===== config.mk =====
export PLATFORM = sky130hd
export DESIGN_NAME = sc_spi_slv
export DESIGN_NICKNAME = d
export VERILOG_FILES = /design/src/rtl/sc_spi_slv.sv
export SDC_FILE = /design/constraint.sdc
export NUM_CORES = 1
export LEC_CHECK = 0
export CAP_MARGIN = 5
export CORE_ASPECT_RATIO = 1.25
export CORE_MARGIN = 4
export CORE_UTILIZATION = 34
export DETAILED_ROUTE_END_ITERATION = 12
export SYNTH_ARGS = -nofsm -noshare
export SYNTH_HDL_FRONTEND = slang
export SYNTH_SLANG_ARGS = --single-unit
export TNS_END_PERCENT = 100

===== constraint.sdc =====
create_clock -name SPICLK -period 11.4 [get_ports SPICLK]
set_input_delay 3.42 -clock SPICLK [delete_from_list [all_inputs] [get_ports SPICLK]]
set_output_delay 3.42 -clock SPICLK [all_outputs]
set_load 0.05 [all_outputs]

===== src/rtl/sc_spi_slv.sv =====
// SPI target protocol engine.
// Oversamples CSB/SCLK/MOSI on SPICLK, exchanges DWIDTH+1 bit frames with a
// master and moves data through 32-bit word buffers addressed by TXDPT/RXDPT.
// Optional feature macro: SC_SPI_SLV_MISO_OE_EN adds the MISOOE output enable.
module sc_spi_slv (
  input  logic        SPICLK,
  input  logic        SYSRSTB,
  input  logic        ENABLE,
  input  logic [8:0]  DWIDTH,
  input  logic        CPOL,
  input  logic        CPHA,
  input  logic        BORDER,
  input  logic [31:0] TXDATA,
  output logic [3:0]  TXDPT,
  output logic [31:0] RXDATA,
  output logic        RXVALID,
  output logic [3:0]  RXDPT,
  output logic        SPIBUSY,
  output logic        FRMDONE,
  output logic        FRMERR,
  input  logic        CSB,
  input  logic        SCLK,
  input  logic        MOSI,
  output logic        MISO
`ifdef SC_SPI_SLV_MISO_OE_EN
  ,
  output logic        MISOOE
`endif
);

  typedef enum logic [0:0] {StIdle, StActive} state_e;

  state_e      state_q, state_d;
  logic [2:0]  csb_q, sclk_q;
  logic [1:0]  mosi_q;
  // 10 bits so a full 512-bit frame can be told apart from 511 received bits
  logic [9:0]  k_q, k_d;
  logic [31:0] rx_word_q, rx_word_d;
  logic        miso_q, miso_d;
  logic        rxvalid_q, rxvalid_d;
  logic [31:0] rxdata_q, rxdata_d;
  logic [3:0]  rxdpt_q, rxdpt_d;
  logic        frmdone_q, frmdone_d;
  logic        frmerr_q, frmerr_d;

  logic       csb_fall, csb_rise, sclk_edge, lead, trail, mosi_s;
  logic       in_range, word_done;
  logic [8:0] ptr_k, pos;
  logic [3:0] cur_word;
  logic [4:0] cur_bit;
  logic [9:0] dw_p1, k_inc;
  logic       ev_enter, ev_abort, ev_end, ev_sample, ev_load;

  // Two-stage synchronisers plus a third stage for edge detection. CSB resets
  // low so a CSB already low when reset lifts never looks like a fresh fall.
  always_ff @(posedge SPICLK or negedge SYSRSTB) begin
    if (!SYSRSTB) begin
      csb_q  <= '0;
      sclk_q <= '0;
      mosi_q <= '0;
    end else begin
      csb_q  <= {csb_q[1:0], CSB};
      sclk_q <= {sclk_q[1:0], SCLK};
      mosi_q <= {mosi_q[0], MOSI};
    end
  end

  assign csb_fall  = csb_q[2] & ~csb_q[1];
  assign csb_rise  = ~csb_q[2] & csb_q[1];
  // Still accept an SCLK edge in the CSB-rise cycle so a late last bit counts.
  assign sclk_edge = (sclk_q[2] ^ sclk_q[1]) & (~csb_q[1] | ~csb_q[2]);
  assign lead      = sclk_edge & (sclk_q[1] != CPOL);
  assign trail     = sclk_edge & (sclk_q[1] == CPOL);
  assign mosi_s    = mosi_q[1];

  // Bit position in the word buffer for the current bit; past the frame end
  // the pointer stays on the last bit so TXDPT does not wander.
  assign in_range  = (k_q <= {1'b0, DWIDTH});
  assign ptr_k     = in_range ? k_q[8:0] : DWIDTH;
  assign pos       = BORDER ? {ptr_k[8:3], ~ptr_k[2:0]} : (DWIDTH - ptr_k);
  assign cur_word  = pos[8:5];
  assign cur_bit   = pos[4:0];
  assign word_done = BORDER ? ((k_q[4:0] == 5'd31) || (k_q[8:0] == DWIDTH))
                            : (pos[4:0] == 5'd0);
  assign dw_p1     = {1'b0, DWIDTH} + 10'd1;
  assign k_inc     = (k_q == 10'h3ff) ? k_q : k_q + 10'd1;

  assign ev_enter  = (state_q == StIdle) & csb_fall & ENABLE;
  assign ev_abort  = (state_q == StActive) & ~ENABLE;
  assign ev_end    = (state_q == StActive) & ENABLE & csb_rise;
  assign ev_sample = (state_q == StActive) & ENABLE & (CPHA ? trail : lead);
  assign ev_load   = (state_q == StActive) & ENABLE & (CPHA ? lead : trail);

  // State register.
  always_ff @(posedge SPICLK or negedge SYSRSTB) begin
    if (!SYSRSTB) begin
      state_q <= StIdle;
    end else begin
      state_q <= state_d;
    end
  end

  // Next-state: enter on CSB fall, leave on CSB rise or loss of ENABLE.
  always_comb begin
    state_d = state_q;
    case (state_q)
      StIdle:   if (csb_fall && ENABLE) state_d = StActive;
      StActive: if (!ENABLE || csb_rise) state_d = StIdle;
      default:  state_d = StIdle;
    endcase
  end

  // Datapath and pulse outputs; a sample in the CSB-rise cycle is applied
  // before the frame length is judged.
  always_comb begin
    k_d       = k_q;
    rx_word_d = rx_word_q;
    miso_d    = miso_q;
    rxvalid_d = 1'b0;
    rxdata_d  = rxdata_q;
    rxdpt_d   = rxdpt_q;
    frmdone_d = 1'b0;
    frmerr_d  = 1'b0;
    if (ev_enter) begin
      k_d       = '0;
      rx_word_d = '0;
      miso_d    = CPHA ? 1'b0 : TXDATA[cur_bit];
    end
    if (ev_sample) begin
      k_d = k_inc;
      if (in_range) begin
        rx_word_d[cur_bit] = mosi_s;
        if (word_done) begin
          rxvalid_d = 1'b1;
          rxdata_d  = rx_word_d;
          rxdpt_d   = cur_word;
          rx_word_d = '0;
        end
      end
    end
    if (ev_load) begin
      miso_d = in_range & TXDATA[cur_bit];
    end
    if (ev_end) begin
      frmdone_d = (k_d == dw_p1);
      frmerr_d  = (k_d != dw_p1);
      k_d       = '0;
      rx_word_d = '0;
      miso_d    = 1'b0;
    end
    if (ev_abort) begin
      frmerr_d  = 1'b1;
      k_d       = '0;
      rx_word_d = '0;
      miso_d    = 1'b0;
    end
  end

  // Datapath registers.
  always_ff @(posedge SPICLK or negedge SYSRSTB) begin
    if (!SYSRSTB) begin
      k_q       <= '0;
      rx_word_q <= '0;
      miso_q    <= 1'b0;
      rxvalid_q <= 1'b0;
      rxdata_q  <= '0;
      rxdpt_q   <= '0;
      frmdone_q <= 1'b0;
      frmerr_q  <= 1'b0;
    end else begin
      k_q       <= k_d;
      rx_word_q <= rx_word_d;
      miso_q    <= miso_d;
      rxvalid_q <= rxvalid_d;
      rxdata_q  <= rxdata_d;
      rxdpt_q   <= rxdpt_d;
      frmdone_q <= frmdone_d;
      frmerr_q  <= frmerr_d;
    end
  end

  assign TXDPT   = cur_word;
  assign RXDATA  = rxdata_q;
  assign RXVALID = rxvalid_q;
  assign RXDPT   = rxdpt_q;
  assign SPIBUSY = (state_q == StActive);
  assign FRMDONE = frmdone_q;
  assign FRMERR  = frmerr_q;
  assign MISO    = miso_q;
`ifdef SC_SPI_SLV_MISO_OE_EN
  assign MISOOE  = (state_q == StActive);
`endif

endmodule


# ---- Word-level counts from Yosys, hierarchy flattened
# Cells that the tools add are included.
dict set report totals {
  latch_bits 0
  mem_bits_rw 0
  elab_cells 88
  reg_bits 91
  inputBits 50
  rom_bits 0
  mem_count 0
  out_inout_bits 45
}
dict set report classes {
  n_div 0
  reduce_logical 8
  bitwise 20
  eq_ne 7
  order_cmp 3
  n_shift 0
  n_mul 0
  n_addsub 3
  mux 35
}
# operator count
set op_table {}
lappend op_table {{$mux 32} 6}
lappend op_table {{$mux 10} 5}
lappend op_table {{$bwmux 32} 1}
lappend op_table {{$mux 1} 18}
lappend op_table {{$mux 9} 2}
lappend op_table {{$and 1x1->1} 13}
lappend op_table {{$add 10x1->10 const B} 1}
lappend op_table {{$add 9x1->10 const B} 1}
lappend op_table {{$eq 10x10->1} 1}
lappend op_table {{$eq 10x10->1 const B} 1}
lappend op_table {{$le 10x9->1} 1}
lappend op_table {{$ne 10x10->1} 1}
lappend op_table {{$eq 9x9->1} 1}
lappend op_table {{$sub 9x9->9} 1}
lappend op_table {{$lt 5x6->1 const B} 1}
lappend op_table {{$bmux 1 s5} 1}
lappend op_table {{$demux 1 s5} 1}
lappend op_table {{$eq 5x5->1 const B} 1}
lappend op_table {{$ge 5x1->1 const B} 1}
lappend op_table {{$logic_not 5->1} 1}
lappend op_table {{$not 1->1} 4}
lappend op_table {{$reduce_bool 4->1} 1}
lappend op_table {{$not 3->3} 1}
lappend op_table {{$reduce_and 3->1} 1}
lappend op_table {{8 further kinds} 10}

# ---- Logic depth before layout (Yosys ltp)
dict set report depth {
  word_depth 14
  mapped_depth 21
  mapped_depth_nobuf 20
}

# ---- Worst setup path after synthesis
# Ideal clock, no wire load.
dict set report synth_timing {
  path_kind {input -> output}
  startpoint {input DWIDTH[7]}
  endpoint {output TXDPT[3]}
  path_buffers 1
  arrival_time_ns 7.384
  required_ns 7.980
  slack_ns 0.596
  stages 20
  cell_sequence {inv_1 ha_1 a21o_1 a21oi_2 nand4_1 a21oi_2 clkbuf_1 nand2_1 o21ai_0 ha_1 inv_1 fa_1 nand2_1 o21bai_1 or3_1 nor3_1 o41ai_2 a21o_1 a41oi_1 nand3_1}
}
dict set report synth_between {
  elab_chain_len 4
}
# element line_no
set synth_lines {}
lappend synth_lines {{start, declared} 9} ;# input logic [8:0] DWIDTH,
lappend synth_lines {{$le 10x9->1} 78} ;# assign in_range = (k_q <= {1'b0, DWIDTH});
lappend synth_lines {{$mux 9} 79} ;# assign ptr_k = in_range ? k_q[8:0] : DWIDTH;
lappend synth_lines {{$sub 9x9->9} 80} ;# assign pos = BORDER ? {ptr_k[8:3], ~ptr_k[2:0]} : (DWIDTH - ptr_k);
lappend synth_lines {{$mux 9 (*)} 80}
lappend synth_lines {{end, declared} 14} ;# output logic [3:0] TXDPT,
# Every way passes the cells marked *; elsewhere a longest branch is shown, timed or not.

# ---- Final worst setup path
dict set report layout_timing {
  startpoint {input DWIDTH[5]}
  endpoint {output TXDPT[3]}
}
# The elaborated chain is that of the path after synthesis.

==> results.yml <==
outcome:
  status: "completed"
timing:
  drv_slew: 0
  finalWorstSetupSlack_ns: 0.333
  worst_slew_pin_slew_ns: 1.29
  timing.fmax_mhz: 90.4
  timing.hold.ws_ns: 0.352
  clock_skew_ns: 0.00846
  setup_viol: 0
  post-route-period-util_pct: 97.1
  slew_headroom_pct: 14.2
  rsz0062_at_grt: "false"
  min_period_ns: 11.07
  hold_violations: 0
  fin_setup_tns_ns: 0
clock_network:
  clk-insertion-delay-late_ns: 0.35
  clk_pin_slew_ns: 0.06
  root_buffer: "clkbuf_16"
  cts.path.max_buffers: 2
  numClockSinks: 91
  cts_hold_buf: 0
  cts_tree: "done"
  cts_max_level: 3
  cts_resized: 0
  post_cts_buffers: 0
  numCtsBuffers: 9
placement:
  portBuffers: 94
  dpl.hpwl_mm: 12.6
  globalplace.congestion: 0.947
  dp_slack_ns: 0.242
logic_synthesis:
  synth_warnings: 0
  synthDistinctLibCells: 69
  yosys_most_used_dff: "dfrtp_1"
  ys_ff_latch: 91
  synth.avg_cell_area_um2: 9.20
  synth_nets: 717
  synthArstFlopShare_pct: 100
  syn_inst: 647
  synthesis.area_mm2: 0.00595
  synth-edff-count: 0
  synth_seq_area_share_pct: 38.3
final_layout:
  synthToLayoutAreaGrowth_pct: 25.3
  final_nets: 798
  fillers: 1721
  final_common_cell: "dfrtp_1"
  final_core_util_pct: 43.9
  diodes: 0
  final_cell_mix: "dfrtp_1 (91), clkdlybuf4s50_1 (89), nor2_1 (74)"
  drive_gt1_share_pct: 9.02
detailed_routing:
  detail_route.wl_per_cell_um: 17.9
  drtIter0Drc: 272
  vias: 5208
  drt_wl_total_mm: 17.1
  drtPass1Iterations: 5
  viasPerCell: 5.47
  drc: 0
  ant_nets: 0
floorplanning:
  fp.dieArea_mm2: 0.0197
  start_util_pct: 35.1
  fp.dieH_um: 156
  pin_count: 95
  die_w_um: 126
  coreArea_mm2: 0.0170
  rows: 53
grt:
  overflow: 0
  grt_pass1_vias: 5302
  grt_max_degree: 67
  groute.usage.overall_pct: 17.4
  grt_pass1_wl_mm: 27.5
  grt_antenna_before_repair: 0
power:
  ir_worst_vdd_uv: 72.0
  pwr_density_cell_mw_per_mm2: 104
  leakage_nw: 3.31
critical_path:
  arrival_ns: 7.65
  cpMaxStageDelayCell: "clkdlybuf4s50_1"
  end_kind: "output port"
  cp.buffers_inverters: 4
  path_max_fanout: 7
  crit_required_ns: 7.98
  slowest_delay_ns: 0.55
  critPathKind: "input port to output port"
  path_cells: "clkdlybuf4s50_1, inv_1, ha_1, nand4_1, nor3_2, a21o_1, o21ai_4, mux2_2, inv_1, ha_1, nand2_1, a2111oi_4, nor3_2, o41ai_2, a211oi_1, a41oi_1, nand3_1, buf_12"
  worstSetupStartpointType: "input port"
  crit_family: "compound AO/OA/AOI/OAI gates"
min_path:
  hp-class: "register to register"
flow_run:
  maxCapViolCount: 0
==> cell families (layout without fill, tap and decap cells) <==
family          after synthesis  in the layout  synth area share, %
simple gates                247            247                 21.1
compound gates              147            147                 17.7
flops                        91             91                 38.3
mux                          71             71                 12.2
buf+inv                      54            139                 3.81
fa+ha+maj                    21             21                 4.50
xor+xnor                     16             16                 2.35
==> final timing paths <==
| check | from | end | slack (ns) | cells after the start |
|---|---|---|---|---|
| setup / recovery | DWIDTH[5] | TXDPT[3] | 0.33 | 18 |
| hold / removal | mosi_q[0] | mosi_q[1] | 0.35 | 0 |
| setup reg to reg | k_q[2] | RXDATA[19] | 5.90 | 16 |
| hold reg to reg | mosi_q[0] | mosi_q[1] | 0.35 | 0 |
| max in group asynchronous | SYSRSTB | rx_word_q[2] | 7.23 | 2 |
| min in group asynchronous | SYSRSTB | csb_q[0] | 2.99 | 1 |
==> cell type report <==
| type | instances | area, um2 | share of cell area (%) |
|---|---|---|---|
| Multi-Input combinational cell | 502 | 3480 | 46.7 |
| Sequential cell | 91 | 2280 | 30.5 |
| Timing Repair Buffer | 105 | 1060 | 14.2 |
| Tap cell | 220 | 275 | 3.69 |
| Clock buffer | 10 | 229 | 3.07 |
| Inverter | 19 | 71.3 | 0.956 |
| Clock inverter | 5 | 62.6 | 0.839 |
==> cell usage after synthesis (all sizes together) (2+ instances only) <==
| cell | instances | area share [%] |
|---|---|---|
| buf | 16 | 1.4 |
| a31o | 4 | 0.59 |
| a21oi | 52 | 4.6 |
| o21ba | 2 | 0.34 |
| a211oi | 4 | 0.59 |
| a2111oi | 3 | 0.55 |
| nor2 | 74 | 4.7 |
| o21a | 2 | 0.25 |
| ha | 19 | 4.0 |
| xor2 | 4 | 0.59 |
| nor3b | 2 | 0.34 |
| a21o | 6 | 0.76 |
| inv | 19 | 1.2 |
| or4 | 2 | 0.25 |
| o31ai | 4 | 0.50 |
| nor3 | 22 | 2.2 |
| mux2i | 57 | 9.6 |
| nand3 | 22 | 1.9 |
| o22ai | 3 | 0.32 |
| o211ai | 6 | 0.76 |
| nor2b | 4 | 0.42 |
| a31oi | 2 | 0.21 |
| and4 | 6 | 0.97 |
| mux2 | 14 | 2.6 |
| o21bai | 4 | 0.50 |
| clkbuf | 19 | 1.2 |
| and3 | 7 | 0.74 |
| a41oi | 3 | 0.44 |
| nor4 | 3 | 0.67 |
| and2 | 31 | 3.3 |
| nand3b | 2 | 0.25 |
| nand4 | 8 | 0.84 |
| nand2b | 8 | 0.84 |
| nand2 | 52 | 3.3 |
| or3 | 2 | 0.21 |
| a21boi | 3 | 0.50 |
| a211o | 2 | 0.29 |
| xnor2 | 12 | 1.8 |
| dfrtp | 91 | 38 |
| o21ai | 9 | 0.82 |
| o2bb2ai | 28 | 4.1 |
==> registers in the layout, indices dropped and copies added, names as in the netlist, 2 cells and up <==
register / flops
sclk_q: 3
k_q: 10
mosi_q: 2
rx_word_q: 32
RXDATA: 32
RXDPT: 4
csb_q: 3
==> per-layer routing <==
metal | part of all wire, % | global-route usage (%) | up-vias
li1 | - | - | 2497
met1 | 43 | 21.4 | 2546
met2 | 50 | 30.2 | 135
met3 | 4.3 | 3.39 | 30
met4 | 2.6 | 6.29 | 0
met5 | 0 | 0 | -
==> per-stage QoR <==
| stage | area, um2 | total power, mW | cells |
|---|---|---|---|
| 6_report | 7460 | 0.774 | 952 |
| 4_1_cts | 7430 | 0.784 | 952 |
| 3_3_place_gp | 7140 | 0.480 | 937 |
| 3_5_place_dp | 7140 | 0.482 | 937 |
| 5_1_grt | 7460 | 0.810 | 952 |
| 2_1_floorplan | 5950 | 0.420 | 647 |
==> power by group <==
group	leakage (nW)	total (mW)	switching [mW]	internal, mW
Sequential	1.25	0.334	0.00547	0.328
Clock	0.136	0.298	0.128	0.170
Combinational	1.92	0.142	0.0857	0.0563
Total	3.31	0.774	0.219	0.555
Power figures use the tool's default switching activity.
